==> src/rtl/stream_demux_1ton.sv <==
// Registered 1-to-N stream demultiplexer: one hold register plus a per-channel
// pending mask. It supports unicast and broadcast delivery and flags out-of-range selects.
module stream_demux_1ton #(
  parameter int DATA_W = 8,
  parameter int N_OUT  = 8,
  parameter int SEL_W  = 3
) (
  input  logic                    clk,
  input  logic                    rst_n,
  input  logic                    in_valid,
  output logic                    in_ready,
  input  logic [DATA_W-1:0]       in_data,
  input  logic [SEL_W-1:0]        in_sel,
  input  logic                    in_bcast,
  output logic [N_OUT-1:0]        out_valid,
  input  logic [N_OUT-1:0]        out_ready,
  output logic [N_OUT*DATA_W-1:0] out_data,
  output logic                    err_sel
);

  localparam logic [SEL_W:0] N_OUT_W = (SEL_W + 1)'(N_OUT);

  logic [N_OUT-1:0]  pend_q, pend_d;
  logic [N_OUT-1:0]  sel_onehot;
  logic [DATA_W-1:0] hold_q, hold_d;
  logic              err_q, err_d;
  logic              drain;
  logic              accept;
  logic              sel_legal;

  // Ready depends only on the mask and the consumers, never on in_valid.
  assign drain     = ((pend_q & ~out_ready) == '0);
  assign in_ready  = (pend_q == '0) | drain;
  assign accept    = in_valid & in_ready;
  assign sel_legal = ({1'b0, in_sel} < N_OUT_W);

  genvar gi;
  generate
    for (gi = 0; gi < N_OUT; gi++) begin : g_chan
      assign sel_onehot[gi] = (in_sel == SEL_W'(gi));
      assign out_data[gi*DATA_W +: DATA_W] = hold_q;
    end
  endgenerate

  assign out_valid = pend_q;
  assign err_sel   = err_q;

  // A new word replaces the mask outright; old bits completing this cycle are
  // already covered by drain, so nothing is delivered twice.
  always_comb begin
    pend_d = pend_q & ~out_ready;
    hold_d = hold_q;
    err_d  = 1'b0;
    if (accept) begin
      hold_d = in_data;
      if (in_bcast) begin
        pend_d = '1;
      end else if (sel_legal) begin
        pend_d = sel_onehot;
      end else begin
        pend_d = '0;
        err_d  = 1'b1;
      end
    end
  end

  always_ff @(posedge clk or negedge rst_n) begin
    if (!rst_n) begin
      pend_q <= '0;
      hold_q <= '0;
      err_q  <= 1'b0;
    end else begin
      pend_q <= pend_d;
      hold_q <= hold_d;
      err_q  <= err_d;
    end
  end

endmodule

==> config.mk <==
export PLATFORM = sky130hd
export DESIGN_NAME = stream_demux_1ton
export DESIGN_NICKNAME = d
export VERILOG_FILES = /design/src/rtl/stream_demux_1ton.sv
export SDC_FILE = /design/constraint.sdc
export NUM_CORES = 1
export LEC_CHECK = 0
export ABC_AREA = 1
export BUFFER_PORTS_ARGS = -buffer_cell sky130_fd_sc_hd__buf_2
export CAP_MARGIN = 20
export CORE_MARGIN = 4
export CORE_UTILIZATION = 43
export DETAILED_ROUTE_END_ITERATION = 12
export GPL_TIMING_DRIVEN = 0
export PLACE_DENSITY = 0.95
export SLEW_MARGIN = 10
export SYNTH_ARGS = -nofsm -noshare
export SYNTH_HDL_FRONTEND = slang
export SYNTH_SLANG_ARGS = --single-unit
==> constraint.sdc <==
create_clock -name clk -period 2.3 [get_ports clk]
set_input_delay 0 -clock clk [delete_from_list [all_inputs] [get_ports clk]]
set_output_delay 0 -clock clk [all_outputs]
set_load 0.01 [all_outputs]
==> flow_summary.json, run 1 <==
{
  "hold_depth": 4,
  "die_w_um": 62.32,
  "cp_slowest_stage_delay_ps": 400,
  "status": "complete, no violations",
  "start_kind": "flop",
  "yosysWarnings": 0,
  "clock_latency_ps": 280,
  "area_delta_synth_final_pct": 56.41,
  "start_util_pct": 45.61,
  "holdPathEnd": "out_valid[2]$_DFF_PN0_",
  "grt_max_degree": 17,
  "fin_ws_ps": 870.8,
  "ys_types": 14,
  "synth_top_cell_by_area": "buf_4",
  "cp_common_cell": "nand2_1",
  "wl_met2_um": 1801,
  "numPortBuffers": 94,
  "dr_wl_met3_um": 320,
  "vias": 1340,
  "drv_cap": 0,
  "routedWlPerCell_um": 11.01,
  "cts_tree": "yes",
  "clk_pin_slew_worst_paths_ps": 100,
  "coreArea_um2": 2781,
  "routed_wl_um": 3359,
  "cts_root_buffer": "clkbuf_4",
  "clock.fmax_ghz": 0.6997,
  "antenna_cells": 0,
  "skew_ps": 4.049,
  "peakVddDrop_uv": 1008,
  "post-route-util_pct": 71.35,
  "r2r_start": "out_valid[2]$_DFF_PN0_",
  "r2r_cells": 6,
  "post_cts_resized": 0,
  "drc_errors": 0,
  "r2r_slack_ps": 1020,
  "worstSetupEndpointType": "primary output",
  "dr.max_layer_used": "met4",
  "p_per_area_nw_per_um2": 1399,
  "die_area_um2": 3884,
  "ios": 97,
  "htreeDepth": 1,
  "wl_met1_um": 1186,
  "post-route-period-util_pct": 62.14,
  "place_hpwl_um": 2417,
  "setup_tns_ps": 0,
  "yosysTopAreaCellShare_pct": 33.73,
  "worst_ep_arrival_time_ps": 1430,
  "clkSinkCount": 16,
  "first_global_vias": 1248,
  "cts_buffer_depth": 2,
  "finalPower_mw": 2.775,
  "grt_remaining_overflow": 0,
  "n_fill_cell": 239,
  "nNetsFinal": 298,
  "crit_chain": "nand2_1 -> nand2_1 -> nor2_4 -> and2_2 -> buf_2",
  "dr.pass1.iters": 4,
  "critPathSlowestCell": "dfrtp_1",
  "rsz0062_at_grt": "no",
  "grt_usage_pct": 17.07,
  "syn_nets": 182,
  "drive_gt1_share_pct": 60.95,
  "rows": 19,
  "gp_congestion": 0.7325,
  "ys_ff_latch": 16,
  "ant_nets": 0,
  "netlist_instances": 159,
  "worst_ep_required_time_ps": 2300,
  "worstHoldPathType": "in -> reg",
  "seq_area_frac_synth_pct": 31.56,
  "reg2reg_to": "out_valid[0]$_DFF_PN0_",
  "drt_iter0_markers": 27,
  "syn-cell-area_um2": 1269,
  "hold_start": "in_sel[2]",
  "grt_pass1_wl_um": 5602,
  "die_y_um": 62.32,
  "grt_antenna_before_repair": 0,
  "crit_fanout": 9,
  "fin_crit_ps": 1429,
  "synth_area_leaders": "buf_4 34%, dfrtp_1 32%, nand2_1 11%, nand4_1 7.9%, inv_1 3.6%",
  "syn_area_per_cell_um2": 7.979,
  "pre_cts_ws_ps": 1055,
  "leakagePower_nw": 1.275,
  "setup_violations": 0,
  "via_per_inst": 4.393,
  "drv_slew": 0,
  "hold_violations": 0,
  "numCtsBuffers": 3,
  "path_class": "reg -> out"
}
[cells in the mapped netlist]
cell type  count
and2_2         1
conb_1         1
nand3_1        2
buf_6          3
o21ai_0        6
buf_4         57
nor2_4         2
inv_1         12
nand4_1       16
dfrtp_1       16
nand3_4        1
nand2_1       36
nand2_2        5
clkbuf_1       1
[registers in the layout, indices dropped and copies added, names as in the netlist]
signal     count
hold_q         8
out_valid      8
[critical path: cells and delay by family (launching register included)]
family	cells	cell delay [ps]
buffers and inverters	1	120
DFF	1	400
and+or+nand+nor	4	630
[layout make-up]
type	count	area, µm²	area share (%)
well taps	31	38.79	1.955
plain buffers	61	465.4	23.46
inverters	12	45.04	2.270
repair buffers	111	640.6	32.28
clock buffers	4	36.28	1.829
flip-flops and latches	16	400.4	20.18
multi-input cells	70	357.8	18.03
[how the worst max path moves through the flow]
| stage | start | end | slack (ps) | cells past startpoint |
|---|---|---|---|---|
| final | out_valid[2]$_DFF_PN0_ | in_ready | 870 | 5 |
| after global routing | out_valid[0]$_DFF_PN0_ | in_ready | 770 | 5 |
| after CTS | out_valid[0]$_DFF_PN0_ | in_ready | 860 | 5 |
| after detailed placement | out_valid[2]$_DFF_PN0_ | out_valid[0]$_DFF_PN0_ | 1060 | 6 |
| after global placement | out_valid[6]$_DFF_PN0_ | hold_q[2]$_DFFE_PN0P_ | 1090 | 6 |
| after floorplan | out_valid[7]$_DFF_PN0_ | hold_q[0]$_DFFE_PN0P_ | 1180 | 6 |
[report_power, final]
part | total (mW) | switching [mW] | internal [mW]
registers | 0.581 | 0.176 | 0.404
clock network | 0.188 | 0.0917 | 0.0963
logic | 2.01 | 0.904 | 1.10
[cells by family (layout without fill, tap and decap cells)]
logic type,Yosys count,count (layout),share of synthesized area [%]
AOI/OAI and AO/OA,6,6,2.367
buffers and inverters,73,188,40.24
DFF,16,16,31.56
other,1,1,0.2956
and+or+nand+nor,63,63,25.54
[through the flow]
| step | hold WS, ps | area, µm² | std cells |
|---|---|---|---|
| 3_5_place_dp | -61.04 | 1778 | 284 |
| 3_3_place_gp | -69.17 | 1778 | 284 |
| 5_1_grt | 114.4 | 1984 | 305 |
| 6_report | 78.70 | 1984 | 305 |
| 2_1_floorplan | -295.6 | 1269 | 159 |
| 4_1_cts | 77.25 | 1984 | 305 |
[what timing repair did]
action                    CTS  global route
hold endpoints to repair   32             0
hold buffers               17             0
buffers inserted            0             0
[cells in the final DEF (no fill, tap or decap)]
cell type,count
nand3_1,2
buf_6,3
nand4_1,16
conb_1,1
nand2_2,5
buf_2,94
nand3_4,1
dfrtp_1,16
clkbuf_4,3
and2_2,1
inv_1,12
o21ai_0,6
nor2_4,2
clkbuf_1,1
clkbuf_8,1
buf_4,57
dlygate4sd3_1,17
nand2_1,36
[per-layer routing]
metal  up-vias  track usage (%)
met5         -                0
met4         0            5.040
met3         6            4.505
met2        66            32.51
met1       588            17.99
li1        680                -
No activity file was read; power rests on OpenSTA's default activity.
==> inputs of run 2 (changes only) <==
- CORE_UTILIZATION: 43 -> 36
- PLACE_DENSITY: 0.95 -> 0.85
- clock period: 2.3 -> 1.27 ns (I/O delays scaled with it)
==> flow_summary.json, run 2 (same netlist as run 1, synthesis figures left out) <==
{
  "status": "complete, no violations",
  "numPortBuffers": 94,
  "vias": 1377,
  "post-route-period-util_pct": 98.43,
  "place_hpwl_um": 2529,
  "die_w_um": 67.37,
  "peakVddDrop_uv": 821.3,
  "n_fill_cell": 302,
  "antenna_cells": 0,
  "ant_nets": 0,
  "worstSetupEndpointType": "primary output",
  "cts_root_buffer": "clkbuf_4",
  "whs_ps": 67.91,
  "cts_buffer_depth": 2,
  "clock_latency_ps": 300,
  "clk_pin_slew_worst_paths_ps": 100,
  "drc_errors": 0,
  "ios": 97,
  "rows": 21,
  "via_per_inst": 4.185,
  "routed_wl_um": 3682,
  "die_area_um2": 4538,
  "area_delta_synth_final_pct": 65.98,
  "clkSinkCount": 16,
  "worstHoldPathType": "in -> reg",
  "drv_cap": 0,
  "routedWlPerCell_um": 11.19,
  "setup_violations": 0,
  "clock.fmax_ghz": 0.8000,
  "hold_violations": 0,
  "drv_slew": 0,
  "p_per_area_nw_per_um2": 2561,
  "drt_iter0_markers": 31,
  "dr.pass1.iters": 5,
  "rsz0062_at_grt": "yes",
  "worst_ep_arrival_time_ps": 1250,
  "final_cell_mix": "93 x buf_2, 64 x buf_4, 29 x nand2_1",
  "grt_remaining_overflow": 0,
  "worst_ep_required_time_ps": 1270,
  "grt_antenna_before_repair": 0,
  "first_global_vias": 1217,
  "crit_fanout": 3,
  "fin_crit_ps": 1250,
  "start_kind": "flop",
  "coreArea_um2": 3363,
  "nNetsFinal": 307,
  "die_y_um": 67.37,
  "grt_max_degree": 17,
  "post-route-util_pct": 62.61,
  "final_common_cell": "buf_2",
  "fin_area_um2": 2106,
  "place_area_um2": 1797,
  "start_util_pct": 37.72,
  "path_class": "reg -> out",
  "grt_pass1_wl_um": 5285,
  "drive_gt1_share_pct": 64.66,
  "skew_ps": 4.568,
  "grt_usage_pct": 15.25,
  "cts_tree": "yes",
  "gp_congestion": 0.6872,
  "htreeDepth": 1,
  "numCtsBuffers": 3,
  "leakagePower_nw": 1.334
}
run 2: power by group:
| part | internal, mW | switching (mW) | leakage, nW |
|---|---|---|---|
| Combinational | 2.25 | 1.72 | 1.11 |
| Sequential | 0.732 | 0.334 | 0.204 |
| Clock | 0.175 | 0.180 | 0.0210 |
| Total | 3.16 | 2.23 | 1.33 |
run 2: repair_timing:
action	in CTS	in global routing
buffers inserted	3	6
resized for setup	1	11
endpoints found under the setup margin	1	17
hold endpoints to repair	32	0
hold buffers	17	0
pin swaps	2	6
run 2: routing by layer:
layer,routed length [µm],up-vias,GRT usage (%),share of wire (%)
met5,0,-,0,0
met4,48,0,6.582,1.3
met3,293,6,3.494,8.0
met2,2018,63,29.69,55
met1,1322,613,15.17,36
li1,-,695,-,-
run 2: final cells by class:
type	instances	area, µm²	share of cell area (%)
Tap cell	46	57.56	2.733
Multi-Input combinational cell	70	376.6	17.88
Timing Repair Buffer	120	724.4	34.40
Buffer	61	465.4	22.10
Sequential cell	16	400.4	19.01
Clock buffer	4	36.28	1.723
Inverter	12	45.04	2.139
run 2: critical path, stage by stage, from the launching register on:
cell	delay, ps
dfrtp_1	410
nand2_2	90
nand2_2	60
nor2_4	150
and2_4	160
buf_6	90
run 2: path summary, 6_finish.rpt:
check | to | cells after the start | slack (ps) | startpoint
max in group asynchronous | out_valid[5]$_DFF_PN0_ | 2 | 850 | rst_n
hold / removal | out_valid[3]$_DFF_PN0_ | 4 | 70 | in_sel[2]
setup reg to reg | hold_q[5]$_DFFE_PN0P_ | 7 | 50 | out_valid[5]$_DFF_PN0_
min in group asynchronous | out_valid[7]$_DFF_PN0_ | 2 | 140 | rst_n
setup / recovery | in_ready | 5 | 20 | out_valid[5]$_DFF_PN0_
hold reg to reg | out_valid[0]$_DFF_PN0_ | 2 | 510 | out_valid[0]$_DFF_PN0_
run 2: metrics by stage:
stage | power (mW) | setup TNS [ps] | std cells | setup WS, ps
4_1_cts | 5.170 | 0 | 323 | 1.725
3_3_place_gp | 4.606 | 0 | 299 | 60.58
2_1_floorplan | 3.406 | 0 | 159 | 147.0
6_report | 5.393 | 0 | 329 | 19.95
3_5_place_dp | 4.676 | 0 | 299 | 49.57
5_1_grt | 5.809 | -212.6 | 329 | -30.98
